### config.mk
export PLATFORM = sky130hd
export DESIGN_NAME = dual_demux_sched_flat
export DESIGN_NICKNAME = d
export VERILOG_FILES = /design/src/rtl/dual_demux_sched_pkg.sv /design/src/rtl/dual_demux_sched_if.sv /design/src/rtl/dual_demux_sched_rr_arb2.sv /design/src/rtl/dual_demux_sched.sv /design/src/flat_wrapper.sv
export SDC_FILE = /design/constraint.sdc
export NUM_CORES = 1
export LEC_CHECK = 0
export BUFFER_PORTS_ARGS = -buffer_cell sky130_fd_sc_hd__buf_2
export CORE_AREA = 3 3 40 42
export DETAILED_ROUTE_END_ITERATION = 6
export DIE_AREA = 0 0 43 45
export PLACE_DENSITY = 0.86
export SLEW_MARGIN = 20
export SYNTH_ARGS = -nofsm -noshare
export SYNTH_HDL_FRONTEND = slang
export SYNTH_SLANG_ARGS = --single-unit
### constraint.sdc
create_clock -name clk -period 3.89 [get_ports clk]
set_input_delay 0.778 -clock clk [delete_from_list [all_inputs] [get_ports clk]]
set_output_delay 0.778 -clock clk [all_outputs]
set_load 0.01 [all_outputs]
### src/rtl/dual_demux_sched_pkg.sv
// rtl/dual_demux_sched_pkg.sv - shared encodings and helpers for the dual_demux sequencer
// Purpose: FSM state encoding, demux destination select codes, arbitration modes and
//          the transaction counter width helper used by dual_demux_sched and rr_arb2.
// Ports:   none (package)
package dual_demux_sched_pkg;

   typedef enum logic [1:0] {
      ST_IDLE   = 2'd0,
      ST_SETUP  = 2'd1,
      ST_STROBE = 2'd2,
      ST_ACK    = 2'd3
   } state_t;

   localparam logic SEL_DEST_A = 1'b0;
   localparam logic SEL_DEST_B = 1'b1;

   localparam int ARB_RR    = 0;
   localparam int ARB_FIXED = 1;

   // Counter must hold the larger of the two phase lengths.
   function automatic int cnt_width(input int setup_cycles, input int hold_cycles);
      int m;
      m = (setup_cycles > hold_cycles) ? setup_cycles : hold_cycles;
      return (m < 1) ? 1 : $clog2(m + 1);
   endfunction

endpackage

### src/rtl/dual_demux_sched_if.sv
// rtl/dual_demux_sched_if.sv - requester and demux-side signal bundle for dual_demux_sched
// Purpose: groups the two four-phase requesters and the dual_demux drive signals.
// Ports:   req_a/data_a, req_b/data_b (requesters), ack_a/ack_b (acknowledges),
//          sel/y0/y1 (demux drive), wr_en (bank strobe), busy (sequencer not idle).
//          master = requester/datapath side, slave = sequencer.
interface dual_demux_sched_if;

   logic       req_a;
   logic [1:0] data_a;
   logic       req_b;
   logic [1:0] data_b;
   logic       ack_a;
   logic       ack_b;
   logic       sel;
   logic       y0;
   logic       y1;
   logic       wr_en;
   logic       busy;

   modport master (
      output req_a, data_a, req_b, data_b,
      input  ack_a, ack_b, sel, y0, y1, wr_en, busy
   );

   modport slave (
      input  req_a, data_a, req_b, data_b,
      output ack_a, ack_b, sel, y0, y1, wr_en, busy
   );

endinterface

### src/rtl/dual_demux_sched_rr_arb2.sv
// rtl/dual_demux_sched_rr_arb2.sv - two-input arbiter with last-grant memory
// Purpose: picks requester A or B; ties go round-robin (ARB_RR) or always to A (ARB_FIXED).
// Ports:   clk, rst (async active-high), req_a, req_b, take (commit the grant this edge),
//          gnt_valid (some request present), gnt_b (1 = B wins, 0 = A wins).
module rr_arb2
   import dual_demux_sched_pkg::*;
#(
   parameter int ARB_MODE = ARB_RR
) (
   input  logic clk,
   input  logic rst,
   input  logic req_a,
   input  logic req_b,
   input  logic take,
   output logic gnt_valid,
   output logic gnt_b
);

   logic last_grant_q;
   logic last_grant_d;

   always_comb begin
      gnt_valid = req_a | req_b;
      // Only a tie consults history; a lone request always wins.
      if (req_a && req_b) begin
         gnt_b = (ARB_MODE == ARB_FIXED) ? SEL_DEST_A : (last_grant_q == SEL_DEST_A);
      end else begin
         gnt_b = req_b;
      end
      last_grant_d = last_grant_q;
      if (take && gnt_valid) begin
         last_grant_d = gnt_b;
      end
   end

   // Reset to B so that A wins the first tie.
   always_ff @(posedge clk or posedge rst) begin
      if (rst) begin
         last_grant_q <= SEL_DEST_B;
      end else begin
         last_grant_q <= last_grant_d;
      end
   end

endmodule

### src/rtl/dual_demux_sched.sv
// rtl/dual_demux_sched.sv - grant/settle/strobe/ack sequencer in front of dual_demux
// Purpose: grants one requester at a time, drives sel/y0/y1, waits SETUP_CYCLES, strobes
//          wr_en for HOLD_CYCLES, then holds ack until the granted req drops.
// Ports:   clk, rst (async active-high), bus (dual_demux_sched_if.slave: req/data in,
//          ack_a/ack_b, sel, y0, y1, wr_en, busy out). All outputs are registered.
module dual_demux_sched
   import dual_demux_sched_pkg::*;
#(
   parameter int SETUP_CYCLES = 1,
   parameter int HOLD_CYCLES  = 2,
   parameter int ARB_MODE     = ARB_RR
) (
   input logic               clk,
   input logic               rst,
   dual_demux_sched_if.slave bus
);

   localparam int            CW         = cnt_width(SETUP_CYCLES, HOLD_CYCLES);
   localparam logic [CW-1:0] SETUP_LOAD = CW'(SETUP_CYCLES - 1);
   localparam logic [CW-1:0] HOLD_LOAD  = CW'(HOLD_CYCLES - 1);

   state_t        state_q, state_d;
   logic [CW-1:0] cnt_q, cnt_d;
   logic          sel_q, sel_d;
   logic [1:0]    y_q, y_d;
   logic          wr_en_q, wr_en_d;
   logic          ack_a_q, ack_a_d;
   logic          ack_b_q, ack_b_d;
   logic          busy_q, busy_d;

   logic          gnt_valid;
   logic          gnt_b;
   logic          granted_req;

   rr_arb2 #(.ARB_MODE(ARB_MODE)) u_arb (
      .clk       (clk),
      .rst       (rst),
      .req_a     (bus.req_a),
      .req_b     (bus.req_b),
      .take      (state_q == ST_IDLE),
      .gnt_valid (gnt_valid),
      .gnt_b     (gnt_b)
   );

   // sel_q doubles as the record of which side owns the current transaction.
   assign granted_req = (sel_q == SEL_DEST_B) ? bus.req_b : bus.req_a;

   always_ff @(posedge clk or posedge rst) begin
      if (rst) begin
         state_q <= ST_IDLE;
         cnt_q   <= '0;
         sel_q   <= SEL_DEST_A;
         y_q     <= 2'b00;
         wr_en_q <= 1'b0;
         ack_a_q <= 1'b0;
         ack_b_q <= 1'b0;
         busy_q  <= 1'b0;
      end else begin
         state_q <= state_d;
         cnt_q   <= cnt_d;
         sel_q   <= sel_d;
         y_q     <= y_d;
         wr_en_q <= wr_en_d;
         ack_a_q <= ack_a_d;
         ack_b_q <= ack_b_d;
         busy_q  <= busy_d;
      end
   end

   // Counter is reloaded on every phase entry and counts down to zero.
   always_comb begin
      state_d = state_q;
      cnt_d   = cnt_q;
      case (state_q)
         ST_IDLE: begin
            if (gnt_valid) begin
               if (SETUP_CYCLES == 0) begin
                  state_d = ST_STROBE;
                  cnt_d   = HOLD_LOAD;
               end else begin
                  state_d = ST_SETUP;
                  cnt_d   = SETUP_LOAD;
               end
            end
         end
         ST_SETUP: begin
            if (cnt_q == '0) begin
               state_d = ST_STROBE;
               cnt_d   = HOLD_LOAD;
            end else begin
               cnt_d = cnt_q - CW'(1);
            end
         end
         ST_STROBE: begin
            if (cnt_q == '0) begin
               state_d = ST_ACK;
               cnt_d   = '0;
            end else begin
               cnt_d = cnt_q - CW'(1);
            end
         end
         ST_ACK: begin
            if (!granted_req) begin
               state_d = ST_IDLE;
            end
         end
         default: begin
            state_d = ST_IDLE;
            cnt_d   = '0;
         end
      endcase
   end

   // Outputs are decoded from the next state so that every output is a flop
   // and changes on the same edge as the state it belongs to.
   always_comb begin
      sel_d = sel_q;
      y_d   = y_q;
      if ((state_q == ST_IDLE) && gnt_valid) begin
         sel_d = gnt_b;
         y_d   = gnt_b ? bus.data_b : bus.data_a;
      end
      wr_en_d = (state_d == ST_STROBE);
      busy_d  = (state_d != ST_IDLE);
      ack_a_d = (state_d == ST_ACK) && (sel_d == SEL_DEST_A);
      ack_b_d = (state_d == ST_ACK) && (sel_d == SEL_DEST_B);
   end

   assign bus.sel   = sel_q;
   assign bus.y0    = y_q[0];
   assign bus.y1    = y_q[1];
   assign bus.wr_en = wr_en_q;
   assign bus.ack_a = ack_a_q;
   assign bus.ack_b = ack_b_q;
   assign bus.busy  = busy_q;

endmodule

### src/flat_wrapper.sv
// flat-port wrapper written by rule: the top's interface ports become plain ports
module dual_demux_sched_flat import dual_demux_sched_pkg::*;
#(
   parameter int SETUP_CYCLES = 1,
   parameter int HOLD_CYCLES  = 2,
   parameter int ARB_MODE     = ARB_RR
)
  (clk, rst, bus_req_a, bus_data_a, bus_req_b, bus_data_b, bus_ack_a, bus_ack_b, bus_sel, bus_y0, bus_y1, bus_wr_en, bus_busy);
  dual_demux_sched_if bus_i ();
  input logic clk;
  input logic rst;
  input wire logic [$bits(bus_i.req_a)-1:0] bus_req_a;
  input wire logic [$bits(bus_i.data_a)-1:0] bus_data_a;
  input wire logic [$bits(bus_i.req_b)-1:0] bus_req_b;
  input wire logic [$bits(bus_i.data_b)-1:0] bus_data_b;
  output wire logic [$bits(bus_i.ack_a)-1:0] bus_ack_a;
  output wire logic [$bits(bus_i.ack_b)-1:0] bus_ack_b;
  output wire logic [$bits(bus_i.sel)-1:0] bus_sel;
  output wire logic [$bits(bus_i.y0)-1:0] bus_y0;
  output wire logic [$bits(bus_i.y1)-1:0] bus_y1;
  output wire logic [$bits(bus_i.wr_en)-1:0] bus_wr_en;
  output wire logic [$bits(bus_i.busy)-1:0] bus_busy;
  assign bus_i.req_a = bus_req_a;
  assign bus_i.data_a = bus_data_a;
  assign bus_i.req_b = bus_req_b;
  assign bus_i.data_b = bus_data_b;
  assign bus_ack_a = bus_i.ack_a;
  assign bus_ack_b = bus_i.ack_b;
  assign bus_sel = bus_i.sel;
  assign bus_y0 = bus_i.y0;
  assign bus_y1 = bus_i.y1;
  assign bus_wr_en = bus_i.wr_en;
  assign bus_busy = bus_i.busy;
  dual_demux_sched #(.SETUP_CYCLES(SETUP_CYCLES), .HOLD_CYCLES(HOLD_CYCLES), .ARB_MODE(ARB_MODE)) u_core (.clk(clk), .rst(rst), .bus(bus_i));
endmodule
# Word-level counts from Yosys, hierarchy flattened
# Cells that the tools add are included.
# W data, S select, Z words.
# word_totals
ff_bits,12
inputBits,8
output_inout_bits,7
elab_cells,41
# classes
add_sub_neg,1
n_eq_ne,6
n_mux,13
bitwise_logic,3
reduce_logical,9
# op_table
cell,count
$mux W2,8
$eq A2 B2 Y1 const B,4
$pmux W2 S4,1
$pmux W2 S3,1
$logic_and A1 B1 Y1,4
$logic_not A2 Y1,2
$mux W1,3
$reduce_bool A3 Y1,1
$eq A2 B1 Y1 const B,1
$ne A2 B1 Y1 const B,1
$not A1 Y1,2
$reduce_and A2 Y1,1
$reduce_bool A2 Y1,1
$sub A2 B1 Y2 const B,1
$or A1 B1 Y1,1

# Logic depth before layout (Yosys ltp)
# logic_depth
ltp_word,5
depth_mapped,7
depth_no_buf,7

# Hierarchy
# A second synthesis with hierarchy kept.
# hier_totals
cells_unflattened,61
hier_area_um2,656.9
# by_module_without_submodules
mod,instances,cells_per_inst,area_each_um2,seq_area_each_um2
dual_demux_sched,1,55,601.8,275.3
rr_arb2,1,6,55.1,26.3

# Worst setup path before layout
# No wires, ideal clock.
# synth_timing
path_kind,input port to flip-flop
start,input port bus_req_b
end,"register u_core.busy_q, in the netlist u_core.bus.busy"
setup_ns,0.128
t_arrival_ns,1.373
required_ns,3.762
path_slack_ns,2.389
cell_stages,4
n_path_buf,0
path_cell_list,mux2i_1 -> o21ai_1 -> o211ai_2 -> nand2_1
# synth_via
elab_chain_len,4
elab_cells_between_ends,6
classes_between,mux (4); bitwise (1); reduce/logical (1)
# synth_lines
item,line_no,text
"start, declared",flat_wrapper.sv:14,input wire logic [$bits(bus_i.req_b)-1:0] bus_req_b;
$mux W1 or $or A1 B1 Y1 (tied branches),"dual_demux_sched.sv:46, dual_demux_sched_rr_arb2.sv:23",
"$mux W2, on equally long branches","dual_demux_sched.sv:103, dual_demux_sched.sv:76",
$pmux W2 S4 *,dual_demux_sched.sv:74,case (state_q)
$reduce_bool A2 Y1 *,dual_demux_sched.sv:124,busy_d = (state_d != ST_IDLE);
via u_core.busy_d,dual_demux_sched.sv:29,"logic busy_q, busy_d;"
"end signal, assigned",dual_demux_sched.sv:66,busy_q <= busy_d;
"end, declared",dual_demux_sched.sv:29,
# The timed path passes the listed nets; every way through them passes the cells marked *.
# A chain may end at the register's enable or synchronous reset.

# Worst setup path in the final report
# layout_timing
start,register u_core.state_q[1]
end,"register u_core.ack_b_q, in the netlist u_core.bus.ack_b"
# layout_via
elab_chain_len,4
elab_cells_between_ends,13
classes_between,eq/ne (4); mux (6); reduce/logical (3)
# layout_lines
item,line_no,text
"start, declared",dual_demux_sched.sv:22,"state_t state_q, state_d;"
"start signal, assigned",dual_demux_sched.sv:59,state_q <= state_d;
$eq A2 B2 Y1 (tied with other cells),dual_demux_sched.sv:74,
$pmux W2 S4 or $logic_and A1 B1 Y1 (tied branches),"dual_demux_sched.sv:74, dual_demux_sched.sv:119",
$eq A2 B2 Y1 or $mux W1 (tied branches),"dual_demux_sched.sv:126, dual_demux_sched.sv:119",
$logic_and A1 B1 Y1 *,dual_demux_sched.sv:126,ack_b_d = (state_d == ST_ACK) && (sel_d == SEL_DEST_B);
via u_core.ack_b_d,dual_demux_sched.sv:28,"logic ack_b_q, ack_b_d;"
"end signal, assigned",dual_demux_sched.sv:65,ack_b_q <= ack_b_d;
"end, declared",dual_demux_sched.sv:28,
# Marks and branches as above.

==> impl_metrics.env <==
export IMPL_status="complete, no violations"
export IMPL_placement_rows=13
export IMPL_worst_setup_end_kind="register"
export IMPL_number_of_enable_flip_flop_cells_after_synthesis=0
export IMPL_drc_violation_total_after_the_first_tritonroute_iteration=11
export IMPL_detail_route_antenna_nets=0
export IMPL_clock_tree_htree_level_count=1
export IMPL_setup_viol=0
export IMPL_final_min_clock_period_ps=1700
export IMPL_number_of_diodes=0
export IMPL_floorplan_io_pins=15
export IMPL_postSynthRegisterBits=12
export IMPL_yosys_area_top_type_share_pct=41.3
export IMPL_layout_drive_gt1_share_pct=37.7
export IMPL_gr_usage_all_layers_pct=14.6
export IMPL_wl_per_cell_um=12.8
export IMPL_synth_largest_area_cell="dfrtp_1"
export IMPL_cts_tree="yes"
export IMPL_synth_async_sr_flop_share_pct=100
export IMPL_worst_setup_path_startpoint="u_core.state_q[1]"
export IMPL_leakage_uw=0.000389
export IMPL_worst_slew_margin_rel_pct=70.3
export IMPL_min_delay_start="u_core.y_q[1]"
export IMPL_yosysMostFrequentCell="dfrtp_1"
export IMPL_synth_cells_most_frequent="dfrtp_1 (11), ha_1 (6), inv_1 (5)"
export IMPL_drc=0
export IMPL_cts_hold_buffers=0
export IMPL_largest_net_degree_at_the_start_of_global_routing=13
export IMPL_grt_antenna_before_repair=0
export IMPL_cts_resized=0
export IMPL_timing_max_transition_violations_final=0
export IMPL_max_clock_path_buffers=2
export IMPL_dpl_hpwl_um=939
export IMPL_synth_area_leaders="dfrtp_1 (41%), ha_1 (11%), mux2i_1 (6.0%)"
export IMPL_layout_cells_non_filler=92
export IMPL_vias_in_the_first_global_route=467
export IMPL_area_growth_synth_to_final_pct=17.3
export IMPL_drv_cap=0
export IMPL_total_die_area_um2=1940
export IMPL_clkSinkCount=12
export IMPL_mappedNetlistNets=73
export IMPL_slew_at_the_pin_closest_to_its_max_slew_limit_ps=444
export IMPL_hold_path_depth=2
export IMPL_cp_data_arrival_time_ps=1890
export IMPL_synth_top_flop_cell="dfrtp_1"
export IMPL_totalNegativeSetupSlack_ps=0
export IMPL_power_ir_vdd_worst_v=0.000379
export IMPL_grt_setup_unrepaired="false"
export IMPL_finish_utilization_pct=60.9
export IMPL_start_kind="register"
export IMPL_die_height_um=45
export IMPL_io_buffer_count=14
export IMPL_powerDensity_nw_per_um2=818
export IMPL_post_layout_net_count=92
export IMPL_reg2regPathDepth=6
export IMPL_cts_reportedPaths_clkPinSlew_ps=70
export IMPL_crit_fanout=5
export IMPL_drt_first_pass_iters=4
export IMPL_path_class="reg2reg"
export IMPL_seq_area_frac_synth_pct=45.2
export IMPL_finalCritPeriodShare_pct=43.7
export IMPL_synth_area_per_cell_um2=11.3
export IMPL_chipWidth_um=43
export IMPL_first_pass_grt_wire_length_um=2050
export IMPL_timing_final_hold_violations=0
export IMPL_detailroute_via_count=488
export IMPL_clk_root_buffer_cell="clkbuf_4"
export IMPL_hold_path_class="reg2reg"
export IMPL_finalWirelength_um=1180
export IMPL_worst_ep_required_time_ps=4080
export IMPL_placed_cells=88
export IMPL_synth_distinct_cells=25
export IMPL_overall_overflow_remaining_after_global_route=0
export IMPL_design_core_area_um2=1280
export IMPL_netlist_area_um2=667
export IMPL_finalWeightedCongestion=0.775
export IMPL_numCtsBuffers=3
export IMPL_count_of_buffers_added_by_post_cts_timing_repair_for_setup=0
export IMPL_worstReg2RegStart="u_core.state_q[1]"
export IMPL_number_of_instances_in_the_synthesized_netlist=59
export IMPL_clock_skew_after_layout_ps=0.441
export IMPL_post_drt_via_cell_ratio=5.30
export IMPL_synth_warnings=0
export IMPL_clock_latency_on_the_worst_skew_pair_ps=260
export IMPL_max_freq_mhz=588
export IMPL_initial_utilization_pct=51.9
[area by class of cell]
class	count	area, µm²
clock buffers	4	26.3
multi-input cells	40	339
repair buffers	14	70.1
well taps	15	18.8
flip-flops and latches	12	302
inverters	7	26.3
fillers	115	503
[per-stage QoR]
stage / hold slack [ps] / instance area (µm²) / power [µW] / setup slack [ps]
2_1_floorplan: 512 / 667 / 479 / 2390
3_3_place_gp: 466 / 756 / 554 / 2160
3_5_place_dp: 475 / 756 / 568 / 2100
4_1_cts: 491 / 782 / 647 / 2200
5_1_grt: 511 / 782 / 703 / 2050
6_report: 485 / 782 / 639 / 2190
[final timing paths]
kind / endpoint / slack [ps]
max in group asynchronous: u_core.u_arb.last_grant_q / 3050
hold / removal: u_core.y_q[1] / 490
setup / recovery: u_core.bus.ack_b / 2190
min in group asynchronous: u_core.bus.busy / 500
setup reg to reg: u_core.bus.ack_b / 2190
hold reg to reg: u_core.y_q[1] / 490
[cell families (layout without fill, tap and decap cells)]
logic type / after synthesis / after routing / share of synthesized area [%]
AO/OA/AOI/OAI: 19 / 19 / 23.3
flip-flops: 12 / 12 / 45.2
AND/OR/NAND/NOR: 11 / 11 / 10.3
buffers and inverters: 7 / 25 / 3.94
adder cells (fa/ha/maj): 6 / 6 / 11.3
multiplexers: 4 / 4 / 6.00
[metal layers]
layer,track usage (%),vias to the layer above,routed length [µm]
met1,17.9,228,513
met3,7.57,0,103
met4,3.61,0,0
li1,-,245,-
met5,0,-,0
met2,23.1,15,562
[sequential cells by signal, indices dropped and copies added, names as in the netlist]
name / flops
u_core.bus.ack_b: 1
u_core.bus.ack_a: 1
u_core.y_q: 2
u_core.bus.sel: 1
u_core.u_arb.last_grant_q: 1
u_core.state_q: 2
u_core.bus.busy: 1
u_core.bus.wr_en: 1
u_core.cnt_q: 2
[critical path: stages (launching register included)]
cell	delay, ps
dfrtp_1	430
inv_1	180
ha_1	310
inv_2	50
o311ai_2	240
o211ai_2	220
nor3b_2	200
[cell usage in the layout (no fill, tap or decap), drive strengths merged]
| cell type | count |
|---|---|
| dfstp | 1 |
| o31ai | 1 |
| nor3 | 1 |
| a31oi | 1 |
| nand2 | 4 |
| a21boi | 2 |
| o21ai | 6 |
| o311ai | 1 |
| buf | 14 |
| a21oi | 3 |
| inv | 7 |
| a21o | 1 |
| nand3 | 1 |
| nor3b | 1 |
| mux2i | 4 |
| o211ai | 3 |
| clkbuf | 4 |
| nor2 | 3 |
| ha | 6 |
| a22o | 1 |
| nor4b | 1 |
| dfrtp | 11 |
[power breakdown]
part | switching (µW) | internal, µW | total (µW)
clock | 36.5 | 39.7 | 76.1
combinational | 205 | 139 | 344
sequential | 38.2 | 181 | 219
total | 279 | 360 | 639
Power figures use the tool's default switching activity.
